===== config.mk =====
export PLATFORM = sky130hd
export DESIGN_NAME = icache_direct
export DESIGN_NICKNAME = d
export VERILOG_FILES = /design/src/rtl/icache_direct.sv
export SDC_FILE = /design/constraint.sdc
export NUM_CORES = 2
export LEC_CHECK = 0
export CORE_MARGIN = 4
export CORE_UTILIZATION = 55
export DETAILED_ROUTE_END_ITERATION = 8
export DONT_BUFFER_PORTS = 1
export GPL_TIMING_DRIVEN = 0
export PLACE_DENSITY = 0.7
export SLEW_MARGIN = 20
export SYNTH_ARGS = -nofsm -noshare
export SYNTH_HDL_FRONTEND = slang
export SYNTH_SLANG_ARGS = --single-unit

===== constraint.sdc =====
create_clock -name clk -period 12.74 [get_ports clk]
set_input_delay 2.548 -clock clk [delete_from_list [all_inputs] [get_ports clk]]
set_output_delay 2.548 -clock clk [all_outputs]
set_load 0.05 [all_outputs]

===== src/rtl/icache_direct.sv =====
// icache_direct: direct-mapped, read-only instruction cache.
// Hits return the instruction combinationally in the same cycle. A miss stalls
// the fetch stage and refills the whole line, one word per memory ack, word 0 first.
// Optional build macro ICACHE_STATS_EN adds saturating hit and miss counters.
module icache_direct #(
  parameter int ADDR_W     = 32,
  parameter int LINE_WORDS = 4,
  parameter int SETS       = 16
) (
  input  logic              clk,
  input  logic              rst,
  input  logic              i_chipEnable,
  input  logic [ADDR_W-1:0] i_addr,
  output logic [31:0]       o_inst,
  output logic              o_stall,
  output logic              o_memReq,
  output logic [ADDR_W-1:0] o_memAddr,
  input  logic              i_memAck,
  input  logic [31:0]       i_memData
`ifdef ICACHE_STATS_EN
  ,
  output logic [31:0]       o_hitCount,
  output logic [31:0]       o_missCount
`endif
);

  localparam int OFFB    = $clog2(LINE_WORDS);
  localparam int IDXB    = $clog2(SETS);
  localparam int TAG_LSB = 2 + OFFB + IDXB;
  localparam int TAGB    = ADDR_W - TAG_LSB;

  localparam logic [OFFB-1:0]   LAST_WORD  = OFFB'(LINE_WORDS - 1);
  localparam logic [ADDR_W-1:0] WORD_BYTES = ADDR_W'(4);

  typedef enum logic {
    IDLE,
    REFILL
  } state_t;

  // Address fields of the current fetch
  logic [OFFB-1:0] off_w;
  logic [IDXB-1:0] idx_w;
  logic [TAGB-1:0] tag_w;

  assign off_w = i_addr[OFFB+1:2];
  assign idx_w = i_addr[OFFB+IDXB+1:OFFB+2];
  assign tag_w = i_addr[ADDR_W-1:TAG_LSB];

  // Byte-lane bits of the fetch address carry no information for word fetches
  logic unused_addr_lsbs;
  assign unused_addr_lsbs = ^i_addr[1:0];

  // Storage: data and tag arrays are never reset; only valid bits are
  logic [31:0]     data_q   [SETS][LINE_WORDS];
  logic [TAGB-1:0] tagArr_q [SETS];
  logic [SETS-1:0] valid_q;

  // Control state
  state_t            state_q,   state_d;
  logic [OFFB-1:0]   cnt_q,     cnt_d;
  logic              memReq_q,  memReq_d;
  logic [ADDR_W-1:0] memAddr_q, memAddr_d;
  logic [TAGB-1:0]   tagLat_q,  tagLat_d;
  logic [IDXB-1:0]   idxLat_q,  idxLat_d;

  logic hit;
  logic fillWe;
  logic lineDone;

  // Hit detection and the combinational fetch-side outputs
  always_comb begin
    hit     = i_chipEnable & valid_q[idx_w] & (tagArr_q[idx_w] == tag_w) & (state_q == IDLE);
    o_stall = i_chipEnable & ~hit;
    o_inst  = hit ? data_q[idx_w][off_w] : 32'h0;
  end

  assign o_memReq  = memReq_q;
  assign o_memAddr = memAddr_q;

  // Next-state logic: start a refill on a miss, walk the line word by word on acks
  always_comb begin
    state_d   = state_q;
    cnt_d     = cnt_q;
    memReq_d  = memReq_q;
    memAddr_d = memAddr_q;
    tagLat_d  = tagLat_q;
    idxLat_d  = idxLat_q;
    fillWe    = 1'b0;
    lineDone  = 1'b0;
    case (state_q)
      IDLE: begin
        if (i_chipEnable && !hit) begin
          tagLat_d  = tag_w;
          idxLat_d  = idx_w;
          cnt_d     = '0;
          memReq_d  = 1'b1;
          memAddr_d = {tag_w, idx_w, {OFFB{1'b0}}, 2'b00};
          state_d   = REFILL;
        end
      end
      REFILL: begin
        memReq_d = 1'b1;
        if (i_memAck) begin
          fillWe = 1'b1;
          if (cnt_q != LAST_WORD) begin
            cnt_d     = cnt_q + OFFB'(1);
            memAddr_d = memAddr_q + WORD_BYTES;
          end else begin
            lineDone = 1'b1;
            memReq_d = 1'b0;
            state_d  = IDLE;
          end
        end
      end
      default: state_d = IDLE;
    endcase
  end

  // Control registers; reset aborts any refill in progress and invalidates every line
  always_ff @(posedge clk or posedge rst) begin
    if (rst) begin
      state_q   <= IDLE;
      cnt_q     <= '0;
      memReq_q  <= 1'b0;
      memAddr_q <= '0;
      valid_q   <= '0;
    end else begin
      state_q   <= state_d;
      cnt_q     <= cnt_d;
      memReq_q  <= memReq_d;
      memAddr_q <= memAddr_d;
      if (lineDone) valid_q[idxLat_q] <= 1'b1;
    end
  end

  // Latched miss tag/index; only meaningful while a refill is in flight
  always_ff @(posedge clk) begin
    tagLat_q <= tagLat_d;
    idxLat_q <= idxLat_d;
  end

  // Line fill: write each acked word, commit the tag with the final word
  always_ff @(posedge clk) begin
    if (fillWe) data_q[idxLat_q][cnt_q] <= i_memData;
    if (lineDone) tagArr_q[idxLat_q] <= tagLat_q;
  end

`ifdef ICACHE_STATS_EN
  logic [31:0] hitCount_q;
  logic [31:0] missCount_q;
  logic        missStart;

  assign missStart   = (state_q == IDLE) & i_chipEnable & ~hit;
  assign o_hitCount  = hitCount_q;
  assign o_missCount = missCount_q;

  function automatic logic [31:0] sat_inc(input logic [31:0] v);
    return (v == 32'hFFFF_FFFF) ? v : v + 32'd1;
  endfunction

  // Saturating event counters: hit cycles and refill starts
  always_ff @(posedge clk or posedge rst) begin
    if (rst) begin
      hitCount_q  <= '0;
      missCount_q <= '0;
    end else begin
      if (hit)       hitCount_q  <= sat_inc(hitCount_q);
      if (missStart) missCount_q <= sat_inc(missCount_q);
    end
  end
`endif

endmodule


==> summary.md <==
| Metric | Value |
|---|---|
| Yosys warnings | `0` |
| Outcome | `complete, no violations` |
| Routed vias | `47800` |
| Relative slew slack | `16.9%` |
| Hold path endpoint | `valid_q[2]$_DFFE_PP0P_` |
| Top-area cell type share of the netlist area | `76.5%` |
| Post-synthesis xor/xnor area fraction | `0.317%` |
| Leak | `34.6 nW` |
| DR pass1 iterations | `7` |
| DRC viols | `0` |
| EDFF count, synth | `2460` |
| Ys flop type | `edfxtp_1` |
| RSZ-0062 raised after global routing | `false` |
| Hold WS | `474 ps` |
| Setup slack, reg-to-reg | `8780 ps` |
| Post-CTS sizing | `0` |
| WL final | `266 mm` |
| Largest family of logic cells by synthesized area | `multiplexers` |
| WP data arrival | `8300 ps` |
| Adder-cell area share of the yosys netlist | `0.0648%` |
| Slew @ Worst Pin | `1250 ps` |
| Vias in the first global route | `47200` |
| Worst hold stages | `1` |
| CP required | `10190 ps` |
| Mux contribution to synthesized area | `18.4%` |
| Synth area leaders | `edfxtp_1, mux4_2, dfrtp_1` |
| Syn Inst Count | `4038` |
| Seq/Total Area, Yosys | `77.8%` |
| Core ar. | `174000 µm²` |
| Final Hold Viols | `0` |
| Total chip power | `17.9 mW` |
| Worst slack at placement | `2030 ps` |
| Root buffer cell | `clkbuf_16` |
| Tmin final | `10850 ps` |
| Worst vdd ir | `116 µV` |
| Via density | `6.87` |
| Max Cap Viol | `0` |
| Simple-Gate Fraction of Synth Area | `1.46%` |
| Largest net degree at the start of global routing | `65` |
| Critical path class | `input port to output port` |
| Pwr/cell area | `161 nW/µm²` |
| Global-route wire length before repair | `372 mm` |
| Critical path peak fanout | `10` |
| Final setup margin | `1890 ps` |
| Hold Crit Class | `flip-flop to flip-flop` |
| Syn_area_per_cell | `23.9 µm²` |
| GRT Resource Usage Total | `29.6%` |
| Initial Util | `55.4%` |
| Area Growth Syn to Fin | `15.1%` |
| Yosys top cell by area | `edfxtp_1` |
| Cts bufs inserted | `234` |
| Worst R2R Path Depth | `10` |
| Routed length per instance | `38.2 µm` |
| Die width | `427 µm` |
| Grt ovf | `0` |
| Antenna violations before repair | `15` |
| Tcrit/Tclk final | `85.1%` |
| Final setup violation count | `0` |
| HP Start | `valid_q[2]$_DFFE_PP0P_` |
| Post-CTS Hold Buffers | `0` |
| Bufs on Longest Clock Path | `3` |
| Setup TNS Final | `0 ps` |
| Final Wtd Congestion | `0.892` |
| Max Clk Rate | `0.0922 GHz` |
| Reg clk slew, reported paths | `60 ps` |
| Die area | `182000 µm²` |
| Synth Area in Compound Gates | `0.956%` |
| Initial DRC Count | `8107` |
| Die Y | `427 µm` |
| Yosys reg bits | `2510` |
| Share of post-route cells with drive strength above 1 | `31.7%` |
| Postcts setup bufs | `0` |
| Detailed placer's ending HPWL | `169 mm` |
| Startpoint Class | `input port` |
| Number of nets still failing antenna checks after routing | `0` |
| Row count | `153` |
| Reg-to-Reg Start | `tagArr_q[11][4]$_DFFE_PP_` |
| # H-tree levels | `4` |
| Critical path endpoint category | `output port` |
| IO Pins | `134` |
| Reg2reg end | `o_memAddr[6]$_DFFE_PP0P_` |
| Clock Latency Late Sink | `880 ps` |
| Distinct cells, synth | `58` |
| Sink Count | `2510` |
| Asr flop ratio synth | `1.99%` |
| # nets final | `4493` |
| TritonCTS clock tree | `built` |
| Slew Limit Fails | `0` |
| Skew final | `39.4 ps` |
| Cell Area, Synth | `96600 µm²` |
| IO buf count | `0` |
area by class of cell:
| type | count | area, µm² |
|---|---|---|
| Sequential cell | 2510 | 75100 |
| Fill cell | 11100 | 63100 |
| Multi-Input combinational cell | 1302 | 21100 |
| Clock buffer | 278 | 6060 |
| Timing Repair Buffer | 145 | 3220 |
| Tap cell | 2325 | 2910 |
| Clock inverter | 160 | 1600 |
| Buffer | 216 | 1010 |
| Inverter | 11 | 41.3 |
| Antenna cell | 8 | 20.0 |
power breakdown:
group | internal, mW | switching (mW)
logic | 0.501 | 0.752
clock network | 3.96 | 3.05
registers | 9.30 | 0.315
per-stage QoR:
step / cell area, µm² / util, % / instances
floorplan: 96600 / - / 4039
global placement: 99500 / 57.1 / 6364
detailed placement: 103000 / 59.4 / 6508
CTS: 111000 / 63.8 / 6946
global route: 111000 / 63.8 / 6949
finish: 111000 / 63.8 / 6955
routing by layer:
metal / share of wire [%] / routed length (µm) / GRT usage, % / up-vias
met2: 47 / 124000 / 44.6 / 3722
met1: 35 / 93000 / 41.9 / 25300
met4: 5.3 / 14100 / 13.5 / 6
li1: - / - / - / 18200
met3: 13 / 34300 / 7.22 / 610
met5: 0.015 / 41 / 0 / -
how the worst max path moves through the flow:
stage,startpoint,end
global route,i_addr[5],o_inst[19]
detailed placement,i_addr[5],o_inst[19]
global placement,i_addr[7],o_inst[10]
floorplan,i_addr[5],o_inst[11]
CTS,i_addr[5],o_inst[19]
finish,i_addr[5],o_inst[6]
kinds of logic (layout without fill, tap and decap cells):
logic type,after synthesis,in the layout
other,1,10
DFF,2510,2510
muxes,829,829
AOI/OAI and AO/OA,142,142
buffers and inverters,227,810
xor gates and xnor gates,35,35
adders and majority gates,5,5
and+or+nand+nor,289,289
cell usage after synthesis (2+ instances only):
cell / n
buf_2: 39
or2_2: 18
buf_1: 64
o31ai_1: 6
nor4_1: 3
xnor2_1: 16
dfrtp_1: 50
edfxtp_1: 2460
nand2_1: 54
nor3_1: 5
a221o_1: 6
and3_1: 6
and2_1: 16
a31oi_1: 10
nand4_1: 11
nor2_1: 98
o2111ai_1: 2
mux4_2: 753
buf_4: 11
buf_6: 8
clkbuf_1: 93
ha_1: 5
nor2b_1: 37
inv_2: 3
inv_1: 8
mux2i_1: 70
xor2_1: 19
and4_1: 2
a211oi_1: 33
o22ai_1: 7
nand3_1: 30
a21oi_1: 44
a21o_1: 6
o21ai_0: 17
mux2_2: 5
flip-flops by register name, summed over array words and instances (netlist names):
register,cells
data_q,2048
cnt_q,2
o_memAddr,30
idxLat_q,4
tagArr_q,384
tagLat_q,24
o_memReq,1
valid_q,16
state_q,1
cells in the final DEF, fill, tap and decap left out, drive strengths merged, types with 2 or more instances in the layout:
cell type  Yosys  final
a211oi        33     33
a21o           6      6
a21oi         44     44
a221o          6      6
a31oi         10     10
and2          16     16
and3           6      6
and4           2      2
buf          123    260
bufinv         0     28
clkbuf        93    379
clkinv         0    112
clkinvlp       0     10
conb           1      2
dfrtp         50     50
diode          0      8
edfxtp      2460   2460
ha             5      5
inv           11     21
mux2           6      6
mux2i         70     70
mux4         753    753
nand2         55     55
nand3         30     30
nand4         11     11
nor2          98     98
nor2b         37     37
nor3           5      5
nor4           4      4
o2111ai        2      2
o21ai         17     17
o22ai          7      7
o31ai          6      6
or2           19     19
or4            2      2
xnor2         16     16
xor2          19     19
critical path: stages:
cell and delay (ps):
buf_2 180, buf_4 240, buf_2 300, buf_2 440, buf_4 370, buf_2 410
clkbuf_1 660, clkbuf_1 800, mux4_2 430, mux4_2 560, a211oi_1 900, a211oi_2 390
Note: power is estimated with default switching activity, not from simulation.
